`config.mk`:
```
export PLATFORM = sky130hd
export DESIGN_NAME = processing_unit
export DESIGN_NICKNAME = d
export VERILOG_FILES = /design/src/rtl/processing_unit.sv
export SDC_FILE = /design/constraint.sdc
export NUM_CORES = 2
export LEC_CHECK = 0
export BUFFER_PORTS_ARGS = -buffer_cell sky130_fd_sc_hd__buf_4
export CAP_MARGIN = 30
export CORE_AREA = 2 2 247 249
export CTS_CLUSTER_DIAMETER = 150
export DETAILED_ROUTE_END_ITERATION = 12
export DIE_AREA = 0 0 249 251
export GPL_TIMING_DRIVEN = 0
export MAX_ROUTING_LAYER = met4
export PLACE_DENSITY = 0.8
export SYNTH_ARGS = -nofsm -noshare
export SYNTH_HDL_FRONTEND = slang
export SYNTH_SLANG_ARGS = --single-unit
```
`constraint.sdc`:
```
create_clock -name i_Clock -period 8.66 [get_ports i_Clock]
set_input_delay 1.299 -clock i_Clock [delete_from_list [all_inputs] [get_ports i_Clock]]
set_output_delay 1.299 -clock i_Clock [all_outputs]
set_load 0.02 [all_outputs]
```
`src/rtl/processing_unit.sv`:
```
// 2x2 block matrix multiply-accumulate unit: loads A and B from a register file, then C += A*B.
// Define PU_SATURATE_EN to make every accumulate saturate instead of wrapping.
module processing_unit #(
  parameter int DATA_W  = 32,
  parameter int BLOCK_N = 2
) (
  input  logic                  i_Clock,
  input  logic                  i_Reset,
  input  logic                  i_PU_Start,
  input  logic                  i_Clear_Acc,
  output logic [1:0]            o_RF_Address,
  output logic                  o_AorB,
  output logic                  o_RF_Read_Enable,
  input  logic [DATA_W-1:0]     i_RF_Data,
  output logic [4*DATA_W-1:0]   o_Result,
  output logic                  o_Partial_Output_Ready,
  output logic                  o_Busy
);

  localparam int N_ELEM = BLOCK_N * BLOCK_N;

  typedef enum logic [1:0] {
    IDLE,
    LOAD,
    MAC,
    DONE
  } state_t;

  state_t state_q, state_d;

  logic [3:0]        cnt_q;
  logic              clear_q;
  logic [DATA_W-1:0] a_q [N_ELEM];
  logic [DATA_W-1:0] b_q [N_ELEM];
  logic [DATA_W-1:0] c_q [N_ELEM];

  logic [2:0]        cap_idx;
  logic [1:0]        a_idx, b_idx, c_idx;
  logic [DATA_W-1:0] product;
  logic [DATA_W-1:0] acc_sum;

  function automatic logic [DATA_W-1:0] acc_add(input logic [DATA_W-1:0] x,
                                                 input logic [DATA_W-1:0] y);
    logic [DATA_W-1:0] s;
    s = x + y;
`ifdef PU_SATURATE_EN
    if ((x[DATA_W-1] == y[DATA_W-1]) && (s[DATA_W-1] != x[DATA_W-1])) begin
      s = x[DATA_W-1] ? {1'b1, {(DATA_W-1){1'b0}}} : {1'b0, {(DATA_W-1){1'b1}}};
    end
`endif
    return s;
  endfunction

  // MAC step order is (i,j,k) taken straight from the counter bits.
  assign a_idx = {cnt_q[2], cnt_q[0]};
  assign b_idx = {cnt_q[0], cnt_q[1]};
  assign c_idx = {cnt_q[2], cnt_q[1]};

  // The low DATA_W bits of a signed product equal those of a plain DATA_W-wide multiply.
  assign product = a_q[a_idx] * b_q[b_idx];
  assign acc_sum = acc_add(c_q[c_idx], product);

  // Read data arrives one cycle after its address, so capture lags the read counter by one.
  assign cap_idx = 3'(cnt_q - 4'd1);

  always_comb begin
    state_d = state_q;
    case (state_q)
      IDLE: if (i_PU_Start) state_d = LOAD;
      LOAD: if (cnt_q == 4'd8) state_d = MAC;
      MAC:  if (cnt_q == 4'd7) state_d = DONE;
      DONE: state_d = IDLE;
      default: state_d = IDLE;
    endcase
  end

  always_comb begin
    o_RF_Read_Enable       = 1'b0;
    o_RF_Address           = 2'd0;
    o_AorB                 = 1'b0;
    o_Partial_Output_Ready = 1'b0;
    o_Busy                 = (state_q != IDLE);
    if (state_q == LOAD && cnt_q < 4'd8) begin
      o_RF_Read_Enable = 1'b1;
      o_RF_Address     = cnt_q[1:0];
      o_AorB           = cnt_q[2];
    end
    if (state_q == DONE) o_Partial_Output_Ready = 1'b1;
  end

  always_ff @(posedge i_Clock) begin
    if (i_Reset) begin
      state_q <= IDLE;
      cnt_q   <= '0;
      clear_q <= 1'b0;
      for (int e = 0; e < N_ELEM; e++) begin
        a_q[e] <= '0;
        b_q[e] <= '0;
        c_q[e] <= '0;
      end
    end else begin
      state_q <= state_d;
      cnt_q   <= (state_d != state_q) ? 4'd0 : cnt_q + 4'd1;
      if (state_q == IDLE && i_PU_Start) clear_q <= i_Clear_Acc;
      if (state_q == LOAD) begin
        if (cnt_q == 4'd0 && clear_q) begin
          for (int e = 0; e < N_ELEM; e++) c_q[e] <= '0;
        end
        if (cnt_q != 4'd0) begin
          if (cap_idx[2]) b_q[cap_idx[1:0]] <= i_RF_Data;
          else            a_q[cap_idx[1:0]] <= i_RF_Data;
        end
      end
      if (state_q == MAC) c_q[c_idx] <= acc_sum;
    end
  end

  assign o_Result = {c_q[3], c_q[2], c_q[1], c_q[0]};

endmodule

```
==> Yosys cells after proc, flatten, opt, wreduce, memory -nomap -nowiden <==
Memory sizes are Yosys's and may differ from the RTL's. A register that Yosys moved wholly into a read port is not among the register bits.
Cells that the tools add are included.
{ "word_totals": {"register_bits": 7, "ram_bits": 384, "inputBits": 36, "output_inout_bits": 134, "word_cells": 75, "n_memories": 3} }
{ "mem_list": {"columns": ["memory", "depth", "word_bits", "read_ports", "rd_clocked_by_memory_dff", "wr", "line", "rtl"], "rows": [
  ["a_q", 4, 32, 1, 1, 4, "33", "logic [DATA_W-1:0] a_q [N_ELEM];"],
  ["b_q", 4, 32, 1, 1, 4, "34", "logic [DATA_W-1:0] b_q [N_ELEM];"],
  ["c_q", 4, 32, 5, 1, 4, "35", "logic [DATA_W-1:0] c_q [N_ELEM];"]
]} }
{ "op_classes": {"addsub": 3, "mul": 1, "magnitude_cmp": 1, "n_eq_ne": 6, "mux": 43, "bitwise": 4, "reduce_logical": 11} }
{ "op_table": {"columns": ["cell", "count"], "rows": [
  ["2-to-1 mux 32 bit", 7],
  ["OR reduction 32 bit", 3],
  ["adder 32 bit", 1],
  ["multiplier 32 x 32 -> 32 bit", 1],
  ["2-to-1 mux 1 bit", 25],
  ["2-to-1 mux 2 bit", 10],
  ["one-hot mux 2 bit (4 select lines)", 1],
  ["adder 4 x 1 -> 4 bit (second input constant)", 1],
  ["equality test 2 bit (second input constant)", 2],
  ["equality test 4 x 3 -> 1 bit (second input constant)", 1],
  ["equality test 4 bit (second input constant)", 1],
  ["logical NOT 4 bit", 1],
  ["less-than comparator 4 bit (second input constant)", 1],
  ["bitwise OR 1 bit", 4],
  ["nonzero test 4 bit", 1],
  ["logical AND 1 bit", 3],
  ["subtractor 3 x 1 -> 3 bit (second input constant)", 1],
  ["equality test 2 x 1 -> 1 bit (second input constant)", 1],
  ["logical NOT 2 bit", 1],
  ["inequality test 2 bit", 1],
  ["nonzero test 2 bit", 1],
  ["OR reduction 2 bit", 1]
]} }

==> Depth between registers and ports, before layout <==
{ "depth": {"ltp_word": 8, "mapped_depth": 39, "depth_no_buf": 30} }

==> Worst setup path before layout <==
Ideal clock, no wire load.
{ "synth_path": {"kind": "register to register", "start": "register cnt_q[0]", "end": "memory c_q[3][31], data pin", "setup_ns": 0.266, "arrival_time_ns": 8.643, "required_ns": 8.394, "path_slack_ns": -0.249, "stages_incl_launch_ff": 36, "n_path_buf": 8, "period_less_slack_ns": 8.909, "path_cell_list": "dfxtp_1 -> buf_6 -> buf_12 -> buf_12 -> buf_6 -> buf_6 -> clkbuf_1 -> clkbuf_1 -> mux2_2 -> o21ai_1 -> nor2_1 -> fa_1 -> fa_1 -> fa_1 -> inv_1 -> fa_1 -> inv_1 -> fa_1 -> inv_1 -> fa_1 -> inv_1 -> fa_1 -> inv_1 -> fa_1 -> inv_1 -> ha_1 -> clkbuf_1 -> a21oi_1 -> o21ai_0 -> a221oi_1 -> o21ai_0 -> or4_1 -> a21oi_1 -> o31ai_1 -> xnor2_2 -> nor2_1"} }
{ "synth_rtl": {"columns": ["element", "line", "rtl"], "rows": [
  ["start, declared", "31", "logic [3:0] cnt_q;"],
  ["start signal, assigned", "103", "cnt_q <= (state_d != state_q) ? 4'd0 : cnt_q + 4'd1;"],
  ["end, declared", "35", null]
]} }

==> metrics.yaml <==
hold_end: "clear_q"
clkTransAtPathRegs_ns: 0.06
drc: 0
fillers: 4165
final_cell_count_no_fill: 4256
gp_congestion: 1.02
clockBufferDepth: 3
multi_input_area_um2: 20600
worstPathRequired_ns: 8.96
violations: "negative setup slack"
seq_area_um2: 11700
vias: 25614
die_h_um: 251
cp_slowest_stage_delay_ns: 0.57
rsz0062_at_grt: "yes"
dp_hpwl_mm: 81.9
wl_per_cell_um: 25.9
final_cell_mix: "inv_1 (551), fa_1 (426), edfxtp_1 (384)"
slowest_stage: "fa_1"
fp.dieW_um: 249
final_core_util_pct: 67.3
grtUsageTotal_pct: 36.4
detail-route-antenna-nets: 0
cts_tree: "yes"
clk_latency_ns: 0.59
place_area_um2: 36800
dr.pass1.iters: 7
reg2reg_to: "c_q[1][31]"
status: "finished, violations left"
cp_max_fo: 8
synth_area_leaders: "edfxtp_1 (34%), fa_1 (26%), and2_1 (6.3%)"
via_per_inst: 6.02
coreArea_um2: 59800
ys_warn_count: 0
finalNetCount: 4040
min_period_over_period_pct: 101
ys_ff_latch: 391
worstPathArrival_ns: 9.05
cp-start-kind: "flip-flop"
hp-class: "flip-flop to flip-flop"
maxCapViolations: 0
clock-sinks: 391
hold_viol_final: 0
worstRegToRegCells: 35
port_buffers: 169
dieArea_um2: 62500
grt_pass1_wl_mm: 161
avgSynthCellArea_um2: 11.0
synth_edf_count: 384
hold_depth: 2
worstReg2RegStart: "cnt_q[0]"
cts_root_buf: "clkbuf_16"
ys.flop_type: "edfxtp_1"
first_global_vias: 26459
syn_to_final_growth_pct: 17.2
drive_gt1_share_pct: 19.5
finalSetupViolations: 8
grt.overflow.total: 0
htree_num_levels: 2
yosysTopAreaCell: "edfxtp_1"
syn_area_um2: 34300
max_freq_mhz: 114
maxSlewHeadroom_pct: 24.9
crit_type: "flip-flop to flip-flop"
syn_nets: 3712
netlist_instances: 3112
ios: 170
cp-end-kind: "flip-flop"
rows: 90
tns_ns: -0.607
r2r_slack_ns: -0.1
finish.instance_area_um2: 40200
synthArstFlopShare_pct: 0
skew_ns: 0.0356
drt_iter0_drc: 3008
cts_buffers: 41
yosysSeqAreaShare_pct: 34.0
wl_mm: 110
netlist.area_leader.share_pct: 33.6
grt_antenna_before_repair: 2
period_needed_ns: 8.76
grt_max_degree: 33
synth_cell_type_count: 58
slew_viol_final: 0
final_common_cell: "inv_1"
place_inst: 4085
worstHoldStart: "clear_q"
setup_ws_ns: -0.0963
crit_path_frequent_cell: "fa_1"
tightest_slew_ns: 1.12
start_util_pct: 57.4
-- Yosys cell counts, drive strengths merged (7+ instances only) --
| cell | count |
|---|---|
| a21o | 10 |
| a21oi | 18 |
| and2 | 345 |
| and3 | 8 |
| buf | 33 |
| clkbuf | 103 |
| dfxtp | 7 |
| edfxtp | 384 |
| fa | 438 |
| ha | 126 |
| inv | 566 |
| mux2 | 34 |
| mux2i | 44 |
| mux4 | 92 |
| nand2 | 340 |
| nand3 | 13 |
| nor2 | 311 |
| nor3 | 17 |
| o211ai | 10 |
| o21a | 8 |
| o21ai | 54 |
| or3 | 7 |
| xnor2 | 65 |
| xor2 | 19 |
-- flip-flops by register name, indices dropped and copies added (netlist names) --
name and count:
c_q 128, a_q 128, state_q 2, b_q 128
cnt_q 4, clear_q 1
-- critical path, delay by kind of cell (launching register included) --
family / cells / cell delay [ns]
buffers and inverters: 13 / 1.51
adders and majority gates: 9 / 4.34
and+or+nand+nor: 6 / 0.86
AOI/OAI and AO/OA: 5 / 0.92
xor gates and xnor gates: 1 / 0.29
DFF: 1 / 0.36
muxes: 1 / 0.19
-- worst max-delay path by stage --
stage | depth (start not counted) | endpoint | slack (ns) | startpoint
5_1_grt | 37 | c_q[1][31] | -0.19 | cnt_q[0]
4_1_cts | 34 | c_q[1][31] | -0.08 | cnt_q[0]
6_report | 35 | c_q[1][31] | -0.1 | cnt_q[0]
3_5_place_dp | 37 | c_q[1][29] | -2.16 | cnt_q[0]
2_1_floorplan | 36 | c_q[3][31] | 0.008 | cnt_q[0]
3_3_place_gp | 35 | c_q[2][29] | -2.24 | cnt_q[0]
-- kinds of logic after synthesis --
group                    share of synthesized area [%]
buffers and inverters                             8.05
multiplexers                                      8.48
AND/OR/NAND/NOR                                   14.8
XOR/XNOR                                          2.26
AO/OA/AOI/OAI                                     2.31
adder cells (fa/ha/maj)                           30.1
flip-flops                                        34.0
-- timing repair --
action / 4_1_cts / 5_1_grt
hold buffers: 0 / 0
buffers inserted: 65 / 35
endpoints found under the setup margin: 84 / 60
gates cloned: 3 / 0
resized for setup: 231 / 94
pin swaps: 49 / 42
-- area by class of cell --
type	instances	area share, %
clock buffer	52	2.70
multi-input combinational	2019	51.2
inverter	566	5.29
sequential	391	29.0
antenna	2	0.0124
clock inverter	23	0.585
tap	782	2.43
buffer	127	2.54
timing repair buffer	294	6.23
-- metrics by stage --
stage	hold slack (ns)	setup WS [ns]
global placement	0.449	-2.24
finish	0.463	-0.0963
detailed placement	0.451	-2.16
floorplan	0.436	0.00845
CTS	0.459	-0.0822
global route	0.483	-0.192
-- per-layer routing --
metal,vias up,global-route usage (%),wire [um]
li1,10480,-,-
met1,12784,42.9,37000
met2,1845,56.9,51900
met3,505,8.72,13100
met4,0,22.6,8390
met5,-,-,0
Power is left out: the tool's default activity adds up to more than one toggle a clock period on the data nets, which glitch-free logic cannot reach.
